## config.mk

```make
export PLATFORM = sky130hd
export DESIGN_NAME = immediate_generator_pipe
export DESIGN_NICKNAME = d
export VERILOG_FILES = /design/src/rtl/immediate_generator_pipe.sv
export SDC_FILE = /design/constraint.sdc
export NUM_CORES = 1
export LEC_CHECK = 0
export ABC_AREA = 1
export BUFFER_PORTS_ARGS = -buffer_cell sky130_fd_sc_hd__buf_4
export CAP_MARGIN = 0
export CORE_MARGIN = 3
export CORE_UTILIZATION = 55
export CTS_CLUSTER_SIZE = 25
export DETAILED_ROUTE_END_ITERATION = 10
export PLACE_DENSITY = 0.89
export SKIP_CTS_REPAIR_TIMING = 1
export SYNTH_ARGS = -nofsm -noshare
export SYNTH_HDL_FRONTEND = slang
export SYNTH_SLANG_ARGS = --single-unit
```

## constraint.sdc

```tcl
create_clock -name clk_i -period 3.4 [get_ports clk_i]
set_input_delay 0.34 -clock clk_i [delete_from_list [all_inputs] [get_ports clk_i]]
set_output_delay 0.34 -clock clk_i [all_outputs]
set_load 0.1 [all_outputs]
```

## src/rtl/immediate_generator_pipe.sv

```systemverilog
// Decodes a RISC-V immediate from the opcode and buffers it in a DEPTH-entry FIFO.
// Result is visible one cycle after the push; In_Ready drops when full, and a pop does not free a slot until the next cycle.
module immediate_generator_pipe #(
  parameter int XLEN  = 32,
  parameter int DEPTH = 2,
  parameter int CNT_W = 32
) (
  input  logic             clk_i,
  input  logic             rst_i,
  input  logic             flush_i,
  input  logic [31:0]      instruction_i,
  input  logic             in_valid_i,
  output logic             in_ready_o,
  input  logic             out_ready_i,
  output logic             out_valid_o,
  output logic [XLEN-1:0]  immediate_o,
  output logic [2:0]       format_o,
  output logic [CNT_W-1:0] decoded_count_o
);

  localparam int PW = $clog2(DEPTH);

  localparam logic [2:0] FMT_NONE = 3'd0;
  localparam logic [2:0] FMT_I    = 3'd1;
  localparam logic [2:0] FMT_S    = 3'd2;
  localparam logic [2:0] FMT_B    = 3'd3;
  localparam logic [2:0] FMT_U    = 3'd4;
  localparam logic [2:0] FMT_J    = 3'd5;

  logic [6:0]      opcode;
  logic [31:0]     dec_imm32;
  logic [2:0]      dec_fmt;
  logic [XLEN-1:0] dec_imm;

  logic [XLEN-1:0] imm_mem_q [DEPTH];
  logic [2:0]      fmt_mem_q [DEPTH];

  logic [PW-1:0]    wr_ptr_q, wr_ptr_d;
  logic [PW-1:0]    rd_ptr_q, rd_ptr_d;
  logic [PW:0]      count_q, count_d;
  logic [CNT_W-1:0] decoded_cnt_q, decoded_cnt_d;

  logic full, empty, push, pop;

  assign opcode = instruction_i[6:0];

  // Each format is built at 32 bits already sign-extended, then widened to XLEN.
  always_comb begin
    dec_fmt   = FMT_NONE;
    dec_imm32 = '0;
    case (opcode)
      7'b0000011, 7'b0010011, 7'b1100111, 7'b1110011: begin
        dec_fmt   = FMT_I;
        dec_imm32 = {{20{instruction_i[31]}}, instruction_i[31:20]};
      end
      7'b0011011: begin
        if (XLEN == 64) begin
          dec_fmt   = FMT_I;
          dec_imm32 = {{20{instruction_i[31]}}, instruction_i[31:20]};
        end
      end
      7'b0100011: begin
        dec_fmt   = FMT_S;
        dec_imm32 = {{20{instruction_i[31]}}, instruction_i[31:25], instruction_i[11:7]};
      end
      7'b1100011: begin
        dec_fmt   = FMT_B;
        dec_imm32 = {{19{instruction_i[31]}}, instruction_i[31], instruction_i[7],
                     instruction_i[30:25], instruction_i[11:8], 1'b0};
      end
      7'b0110111, 7'b0010111: begin
        dec_fmt   = FMT_U;
        dec_imm32 = {instruction_i[31:12], 12'b0};
      end
      7'b1101111: begin
        dec_fmt   = FMT_J;
        dec_imm32 = {{11{instruction_i[31]}}, instruction_i[31], instruction_i[19:12],
                     instruction_i[20], instruction_i[30:21], 1'b0};
      end
      default: begin
        dec_fmt   = FMT_NONE;
        dec_imm32 = '0;
      end
    endcase
  end

  assign dec_imm = XLEN'($signed(dec_imm32));

  assign full        = (count_q == (PW+1)'(DEPTH));
  assign empty       = (count_q == '0);
  assign in_ready_o  = !full && !rst_i;
  assign out_valid_o = !empty;
  assign push        = in_valid_i && in_ready_o;
  assign pop         = out_valid_o && out_ready_i;

  assign immediate_o     = empty ? '0 : imm_mem_q[rd_ptr_q];
  assign format_o        = empty ? FMT_NONE : fmt_mem_q[rd_ptr_q];
  assign decoded_count_o = decoded_cnt_q;

  always_comb begin
    wr_ptr_d      = wr_ptr_q;
    rd_ptr_d      = rd_ptr_q;
    count_d       = count_q + (PW+1)'(push) - (PW+1)'(pop);
    decoded_cnt_d = decoded_cnt_q;
    if (pop) begin
      rd_ptr_d      = rd_ptr_q + PW'(1);
      decoded_cnt_d = decoded_cnt_q + CNT_W'(1);
    end
    if (push) begin
      wr_ptr_d = wr_ptr_q + PW'(1);
    end
    // Flush drops the same-cycle push but the pop above has already been counted.
    if (flush_i) begin
      wr_ptr_d = '0;
      rd_ptr_d = '0;
      count_d  = '0;
    end
  end

  always_ff @(posedge clk_i) begin
    if (rst_i) begin
      wr_ptr_q      <= '0;
      rd_ptr_q      <= '0;
      count_q       <= '0;
      decoded_cnt_q <= '0;
    end else begin
      wr_ptr_q      <= wr_ptr_d;
      rd_ptr_q      <= rd_ptr_d;
      count_q       <= count_d;
      decoded_cnt_q <= decoded_cnt_d;
    end
  end

  always_ff @(posedge clk_i) begin
    if (push) begin
      imm_mem_q[wr_ptr_q] <= dec_imm;
      fmt_mem_q[wr_ptr_q] <= dec_fmt;
    end
  end

endmodule
```

==> summary.md <==
| Metric | Value |
|---|---|
| Drt wl/cell | `15.7 microns` |
| Worst slew pin tran | `1040 ps` |
| Clk_lat worst skew | `370 ps` |
| CTS tree | `built` |
| MaxCap Viol Count | `0` |
| Largest area contributor in the netlist | `edfxtp_1` |
| Outcome | `complete, no violations` |
| Hold Slack | `240 ps` |
| IO Pins | `106` |
| DR DRC count | `0` |
| WP data arrival | `1910 ps` |
| Via density | `5.52` |
| Synth cell count leaders | `nand2_1, edfxtp_1, inv_1` |
| CTS sink count | `107` |
| First-pass DRT Iterations | `5` |
| Fin crit share | `0.661` |
| Clk buf depth | `2` |
| Drt total wl | `12700 microns` |
| Sequential-to-total area share from yosys stat | `0.554` |
| Initial DRC Count | `327` |
| Slew Limit Fails | `0` |
| Nets@finish | `738` |
| Initial antenna violation count | `0` |
| Root buf cell | `clkbuf_8` |
| Startpoint Class | `flip-flop` |
| Min Tclk post-route | `2250 ps` |
| Most used flip-flop cell after synthesis | `edfxtp_1` |
| Max Clock Skew | `14.7 ps` |
| Most common cell in the netlist | `nand2_1` |
| Power density over the cells | `396 mW/mm^2` |
| Leakage | `2.56 nW` |
| Final hold violations | `0` |
| Post-synth cell types | `35` |
| Post-synth EDFFs | `70` |
| Global-route wire length before repair | `20200 microns` |
| Unrepaired setup endpoints after global routing | `false` |
| Crit. End Element | `output port` |
| Synth Instances | `596` |
| Core Region | `0.00889 sq mm` |
| Post-DRT Antenna Nets | `0` |
| Initial core utilization | `0.577` |
| H-tree levels | `3` |
| Detailed placement HPWL | `9180 microns` |
| Vias in the first global route | `4271` |
| Critical Path RT | `3060 ps` |
| Largest net degree at the start of global routing | `37` |
| Ys async rst share | `0` |
| CP max stage delay | `330 ps` |
| Crit-path max FO | `23` |
| Row count | `34` |
| Syn_area_per_cell | `8.60 sq um` |
| Vias | `4478` |
| Top cells by area, synth | `edfxtp_1, dfxtp_1, nand2_1` |
| GRT Util Overall | `0.247` |
| Max frequency | `445 MHz` |
| Layout cells sized above 1 | `0.230` |
| Most used cell along the critical path | `buf_4` |
| Layout fillers | `652` |
| Synth warn | `0` |
| Gp weighted congestion | `0.943` |
| Final Setup Violations | `0` |
| Crit-path cells | `clkinv_1 -> buf_4 -> nand2_1 -> a21oi_1 -> buf_4` |
| Worst vdd ir | `0.268 mV` |
| Die width | `103 microns` |
| Net Count, Synth | `636` |
| Worst Hold Class | `input pin to flip-flop` |
| Top cell type's share of synthesized area | `0.410` |
| Synth-to-layout area growth | `21.1%` |
| Antenna fix cells | `0` |
| Seq cells post-synth | `107` |
| I/O Buffers | `105` |
| Die Area | `0.0105 sq mm` |
| Clk slew on worst S/H paths | `110 ps` |
| GRT overflow | `0` |
| Setup TNS | `0 ps` |
| Mapped cell area | `0.00513 sq mm` |
| Die Height | `103 microns` |
| Slew Limit Headroom | `0.306` |
| Critical path type | `flip-flop to output port` |
| CTS buffer count | `9` |
| Crit-path slowest cell | `dfxtp_1` |
metrics by stage:
| stage | util | total power, mW | setup slack (ps) | instances | area, sq um |
|---|---|---|---|---|---|
| detailed placement | 0.677 | 1.72 | 1340 | 795 | 6020 |
| global placement | 0.677 | 1.71 | 1400 | 795 | 6020 |
| CTS | 0.698 | 2.45 | 1190 | 811 | 6210 |
| global route | 0.698 | 2.53 | 1030 | 811 | 6210 |
| floorplan | - | 1.63 | 288 | 596 | 5140 |
| finish | 0.698 | 2.46 | 1150 | 811 | 6210 |
cell type report:
cell class | instances | area, sq um | share of cell area
Sequential cell | 107 | 2840 | 0.458
Multi-Input combinational cell | 400 | 1960 | 0.315
Timing Repair Buffer | 108 | 811 | 0.131
Inverter | 72 | 270 | 0.0435
Tap cell | 108 | 135 | 0.0218
Clock buffer | 9 | 124 | 0.0200
Clock inverter | 7 | 67.6 | 0.0109
layer usage:
| layer | up-vias | track usage | part of all wire |
|---|---|---|---|
| met1 | 2091 | 0.325 | 0.41 |
| met4 | 0 | 0.0686 | 0.019 |
| met5 | - | 0 | 0 |
| li1 | 2163 | - | - |
| met3 | 26 | 0.0406 | 0.081 |
| met2 | 198 | 0.423 | 0.49 |
critical path: cells and delay by family (launching register included):
| family | cells | cell delay, ps |
|---|---|---|
| compound gates | 1 | 210 |
| simple gates | 1 | 100 |
| buf+inv | 3 | 890 |
| flops | 1 | 330 |
state kept, by name, summed over array words and instances (netlist names), named ones only:
register	count
imm_mem_q	64
decoded_count_o	32
wr_ptr_q	1
fmt_mem_q	6
rd_ptr_q	1
count_q	2
kinds of logic after synthesis:
logic type	count (synthesis)	share of synthesized area
compound gates	86	0.0922
xor+xnor	3	0.00513
fa+ha+maj	3	0.00732
buf+inv	89	0.0676
flops	107	0.554
simple gates	308	0.273
final timing paths:
check / slack (ps) / startpoint / cells after the start / to
hold reg to reg: 520 / decoded_count_o[8] / 2 / decoded_count_o[8]
hold / removal: 240 / rst_i / 2 / decoded_count_o[23]
setup / recovery: 1150 / flip-flop / 5 / immediate_o[22]
setup reg to reg: 1330 / count_q[0] / 4 / imm_mem_q[0][18]
placed cells by master (no fill, tap or decap), types with 2 or more instances in the layout:
cell type / instances
nor3_1: 10
inv_8: 3
nor3b_1: 5
nor2_1: 58
nor2_2: 7
inv_1: 68
edfxtp_1: 70
o21ai_0: 16
o21bai_1: 2
o21ai_1: 2
xor2_1: 2
buf_4: 108
nand2_2: 10
nand2_1: 163
nor2_4: 9
clkbuf_8: 9
a21oi_1: 51
nand3_1: 30
inv_2: 3
nor3_2: 2
o211ai_1: 11
ha_1: 3
inv_6: 2
dfxtp_1: 37
nand4_1: 8
report_power, final:
group / switching [mW] / leakage, nW / total (mW) / internal, mW
Clock: 0.476 / 0.0962 / 0.765 / 0.289
Sequential: 0.00848 / 0.950 / 1.41 / 1.40
Combinational: 0.211 / 1.52 / 0.282 / 0.0706
Note: power is estimated with default switching activity, not from simulation.
